`config.mk`:
```
export PLATFORM = sky130hd
export DESIGN_NAME = cs_loader
export DESIGN_NICKNAME = d
export VERILOG_FILES = /design/src/rtl/cs_loader_pkg.sv /design/src/rtl/cs_addr_counter.sv /design/src/rtl/cs_loader.sv
export SDC_FILE = /design/constraint.sdc
export NUM_CORES = 1
export LEC_CHECK = 0
export BUFFER_PORTS_ARGS = -buffer_cell sky130_fd_sc_hd__clkbuf_2
export CAP_MARGIN = 20
export CORE_MARGIN = 10
export CORE_UTILIZATION = 46
export DETAILED_ROUTE_END_ITERATION = 12
export PLACE_DENSITY_LB_ADDON = 0.05
export SETUP_SLACK_MARGIN = 0.5
export SLEW_MARGIN = 20
export SYNTH_ARGS = -nofsm -noshare
export SYNTH_HDL_FRONTEND = slang
export SYNTH_SLANG_ARGS = --single-unit
```
`constraint.sdc`:
```
create_clock -name CLK -period 2.1 [get_ports CLK]
set_input_delay 0.42 -clock CLK [delete_from_list [all_inputs] [get_ports CLK]]
set_output_delay 0.42 -clock CLK [all_outputs]
set_load 0.005 [all_outputs]
```
`src/rtl/cs_loader_pkg.sv`:
```
// Shared control-store loader definitions: state encoding and store geometry.
// Latency: n/a (types and constants only).
// Backpressure: n/a.
package cs_loader_pkg;

  localparam int CS_ADDR_W = 13;
  localparam int CS_WORDS  = 8192;
  localparam int CS_DATA_W = 64;

  // Loader sequence for one microword: fetch, settle, strobe, release.
  typedef enum logic [2:0] {
    S_REQ   = 3'd0,
    S_SETUP = 3'd1,
    S_WRITE = 3'd2,
    S_HOLD  = 3'd3,
    S_DONE  = 3'd4
  } ld_state_t;

endpackage

```
`src/rtl/cs_addr_counter.sv`:
```
// Control-store address (LUA) counter with clear, increment and last-address flag.
// Latency: address updates one cycle after clr/inc; at_last is combinational from the register.
// Backpressure: none; the loader FSM decides when to step.
module cs_addr_counter import cs_loader_pkg::*; #(
  parameter int ADDR_W    = CS_ADDR_W,
  parameter int LAST_ADDR = CS_WORDS - 1
) (
  input  logic              clk,
  input  logic              mr_n,
  input  logic              clr,
  input  logic              inc,
  output logic [ADDR_W-1:0] addr,
  output logic              at_last
);

  // Address register: master reset and reload both restart the load at word 0.
  always_ff @(posedge clk) begin
    if (!mr_n) begin
      addr <= '0;
    end else if (clr) begin
      addr <= '0;
    end else if (inc) begin
      addr <= addr + 1'b1;
    end
  end

  // The FSM stops before incrementing past this, so the counter never wraps.
  assign at_last = (addr == ADDR_W'(LAST_ADDR));

endmodule

```
`src/rtl/cs_loader.sv`:
```
// Writable control-store loader: pulls microwords from the boot source and writes them at LUA 0..LAST_ADDR.
// Latency: 4 cycles per word minimum (REQ, SETUP, WRITE, HOLD); all outputs registered.
// Backpressure: waits in REQ while SRC_RDY is low; each word consumed is acknowledged by a one-cycle SRC_ACK.
module cs_loader import cs_loader_pkg::*; #(
  parameter int ADDR_W    = CS_ADDR_W,
  parameter int DATA_W    = CS_DATA_W,
  parameter int LAST_ADDR = CS_WORDS - 1
) (
  input  logic              CLK,
  input  logic              MR_n,
  input  logic              START,
  input  logic              SRC_RDY,
  input  logic [DATA_W-1:0] SRC_DATA,
  output logic              SRC_ACK,
  output logic [ADDR_W-1:0] CS_ADDR,
  output logic              LUA12,
  output logic [DATA_W-1:0] CS_DATA,
  output logic              CS_WE_n,
  output logic              LCS_n,
  output logic              DONE
);

  ld_state_t state;
  logic      at_last;
  logic      addr_clr;
  logic      addr_inc;

  // Step to the next word only from HOLD; restart at 0 when a reload is accepted.
  assign addr_inc = (state == S_HOLD) && !at_last;
  assign addr_clr = (state == S_DONE) && START;

  cs_addr_counter #(
    .ADDR_W    (ADDR_W),
    .LAST_ADDR (LAST_ADDR)
  ) u_addr (
    .clk     (CLK),
    .mr_n    (MR_n),
    .clr     (addr_clr),
    .inc     (addr_inc),
    .addr    (CS_ADDR),
    .at_last (at_last)
  );

  // Upper/lower control-store half select follows the address register directly.
  assign LUA12 = CS_ADDR[ADDR_W-1];

  // Load sequencer with registered strobes; SRC_ACK and CS_WE_n default inactive so both are single-cycle pulses.
  always_ff @(posedge CLK) begin
    if (!MR_n) begin
      state   <= S_REQ;
      CS_DATA <= '0;
      CS_WE_n <= 1'b1;
      SRC_ACK <= 1'b0;
      LCS_n   <= 1'b0;
      DONE    <= 1'b0;
    end else begin
      SRC_ACK <= 1'b0;
      CS_WE_n <= 1'b1;
      case (state)
        S_REQ: begin
          if (SRC_RDY) begin
            CS_DATA <= SRC_DATA;
            SRC_ACK <= 1'b1;
            state   <= S_SETUP;
          end
        end
        S_SETUP: begin
          // Address and data settled for a full cycle; strobe next.
          CS_WE_n <= 1'b0;
          state   <= S_WRITE;
        end
        S_WRITE: begin
          state <= S_HOLD;
        end
        S_HOLD: begin
          if (at_last) begin
            LCS_n <= 1'b1;
            DONE  <= 1'b1;
            state <= S_DONE;
          end else begin
            state <= S_REQ;
          end
        end
        S_DONE: begin
          if (START) begin
            LCS_n <= 1'b0;
            DONE  <= 1'b0;
            state <= S_REQ;
          end
        end
        default: begin
          state <= S_REQ;
        end
      endcase
    end
  end

endmodule
```
==> flow_summary.yaml <==
drt:
  wl_um: 9040
  vias: 3075
  dr.max_layer_used: "met4"
  vias_per_cell: 5.01
  wl_met2_um: 4190
  drc: 0
  ant_nets: 0
  dr.first_iter.drc_count: 83
  post_drt_wl_per_cell_um: 14.7
  wl_met3_um: 1060
  dr.pass1.iters: 4
  wl_met1_um: 3680
clocking:
  clock_path_buffers: 2
  tritoncts: "done"
  clock_sinks: 83
  clk_pin_slew_ns: 0.09
  cts_buffers: 9
  worst_skew_pair.late_latency_ns: 0.35
  root_buffer: "clkbuf_8"
  htree_levels: 3
final_layout:
  multiInputGateArea_sq_um: 1380
  utilization: 0.631
  fillers: 613
  layout_common_cells: "clkbuf_2, nand2_1, dfxtp_1"
  diodes: 0
  fin_nets: 598
  final_cell_count_no_fill: 614
  drive_gt1_frac: 0.380
  final_common_cell: "clkbuf_2"
  area.sequential_sq_um: 1680
  areaGrowthSynthToFinish_pct: 35.3
sta:
  hold_viol: 0
  period_needed_ns: 1.64
  rsz0062_at_grt: "yes"
  final.period_utilization: 0.783
  drv_slew: 0
  tightestPinTransition_ns: 0.500
  fin_setup_tns_ns: 0
  skew_ns: 0.0137
  max_freq_mhz: 608
  timing.slew.headroom: 0.667
  final-setup-viol-count: 0
status:
  status: "finished, final reports clean"
grt:
  antenna_found_initial: 0
  grt_pass1_wl_um: 14000
  grt_use_total: 0.167
  gr-total-overflow: 0
  grt_pass1_vias: 2925
  grt_max_degree: 65
placement:
  gp_congestion: 0.747
  hpwl_um: 6290
  io_buffer_count: 149
  dp.cells: 591
worst_setup_path:
  r2r_slack_ns: 0.46
  endpoint_kind: "register"
  critPathLaunchType: "register"
  reg2reg_to: "u_addr.addr[10]"
  path_cells: "ha_4 > nand4_4 > or3_4 > or4_4 > a21oi_2"
  critPathLaunch: "u_addr.addr[1]"
  slowest_delay_ns: 0.42
  rr_worst_depth: 5
  r2r-start: "u_addr.addr[1]"
  endpoint: "u_addr.addr[10]"
  required_ns: 2.37
  cp.arrival_ns: 1.92
  cp_slowest_cell: "or4_4"
  path_class: "reg2reg"
  path_max_fanout: 4
synth:
  synthSimpleGateAreaFrac: 0.261
  synth_xor_area_frac: 0.00279
  synthMuxAreaShare: 0.00319
  syn_avg_cell_area_sq_um: 8.12
  ys_seq_area_frac: 0.530
  synth-adder-area-share: 0.00399
  ys_types: 36
  ys_seq_elements: 83
  synth_nets: 455
  synth_cells: 386
  synth_area_sq_um: 3130
  synth_top_family_by_area: "simple AND/OR/NAND/NOR gates"
  synth_compound_area_frac: 0.149
  yosysWarnings: 0
die:
  coreArea_sq_um: 6720
  rows: 30
  die_w_um: 103
  ios: 150
  start_util: 0.466
  die_y_um: 103
  die_area_sq_um: 10500
power:
  p_leak_nw: 1.92
  pwr_density_cell_nw_per_um2: 753
  ir_drop_mv: 0.382
run:
  maxCapViolations: 0
min_path:
  hold_depth: 3
  hold_path_class: "in2reg"
## layer usage
| layer | up-vias | GRT usage |
|---|---|---|
| li1 | 1576 | - |
| met1 | 1368 | 0.188 |
| met2 | 119 | 0.270 |
| met3 | 12 | 0.0757 |
| met4 | 0 | 0.0662 |
| met5 | - | 0 |
## flip-flops by register name, indices dropped and copies added (netlist names)
signal and flops:
CS_DATA 64, u_addr.addr 13, state 3, CS_WE_n 1, DONE 1, SRC_ACK 1
## worst min-delay path by stage
stage | startpoint | slack [ns] | endpoint
final | SRC_DATA[18] | 0.28 | CS_DATA[18]
after global routing | SRC_DATA[52] | 0.28 | CS_DATA[52]
after CTS | SRC_DATA[61] | 0.27 | CS_DATA[61]
after detailed placement | CS_DATA[5] | 0.45 | CS_DATA[5]
after global placement | CS_DATA[40] | 0.44 | CS_DATA[40]
after floorplan | CS_DATA[0] | 0.45 | CS_DATA[0]
## what timing repair did
item,4_1_cts,5_1_grt
pin swaps,0,6
setup endpoints to repair,71,45
gates resized for setup,7,17
hold buffers,0,0
cloned,2,0
setup buffers,0,5
hold endpoints to repair,0,0
## final cells by class
type,instances,share of cell area
Tap cell,80,0.0236
Clock inverter,7,0.0106
Timing Repair Buffer,161,0.213
Multi-Input combinational cell,271,0.325
Sequential cell,83,0.396
Clock buffer,9,0.0292
Inverter,3,0.00266
## synth_stat cells (all sizes together)
master | count | area [sq um]
nand2 | 133 | 499
dfxtp | 83 | 1660
a21oi | 73 | 365
buf | 20 | 111
clkbuf | 9 | 33.8
nor2 | 7 | 26.3
o31ai | 7 | 52.6
or4 | 7 | 52.6
o21a | 5 | 37.5
and3 | 4 | 26.3
nand3 | 4 | 25.0
nand4 | 4 | 31.3
nor3 | 4 | 20.0
or3 | 4 | 25.0
inv | 3 | 11.3
nand2b | 2 | 12.5
nand3b | 2 | 15.0
nor4 | 2 | 18.8
nor4b | 2 | 17.5
o21ai | 2 | 10.0
and2 | 1 | 6.26
and3b | 1 | 8.76
ha | 1 | 12.5
mux2i | 1 | 10.0
nor4bb | 1 | 10.0
or2 | 1 | 6.26
or3b | 1 | 8.76
or4b | 1 | 10.0
xnor2 | 1 | 8.76
## worst max-delay path: cells and delay by family (launching register included)
family / cells / cell delay [ns]
AOI/OAI and AO/OA: 1 / 0.14
adders and majority gates: 1 / 0.16
DFF: 1 / 0.37
and+or+nand+nor: 3 / 0.90
## per-stage QoR
step | total power [mW] | setup WS, ns | area [sq um] | hold slack, ns
global route | 3.36 | 0.407 | 4240 | 0.276
detailed placement | 2.21 | 0.390 | 3920 | 0.445
finish | 3.19 | 0.456 | 4240 | 0.279
CTS | 3.24 | 0.464 | 4160 | 0.267
global placement | 2.20 | 0.431 | 3920 | 0.441
floorplan | 1.99 | 0.505 | 3140 | 0.453
## power breakdown
group | switching (mW) | internal (mW)
sequential | 0.0547 | 1.67
combinational | 0.251 | 0.215
clock | 0.578 | 0.425
total | 0.884 | 2.31
## kinds of logic after synthesis
group	Yosys count
AO/OA/AOI/OAI	87
XOR/XNOR	1
adder cells (fa/ha/maj)	1
buffers and inverters	32
flip-flops	83
multiplexers	1
AND/OR/NAND/NOR	181
Power figures use the tool's default switching activity.
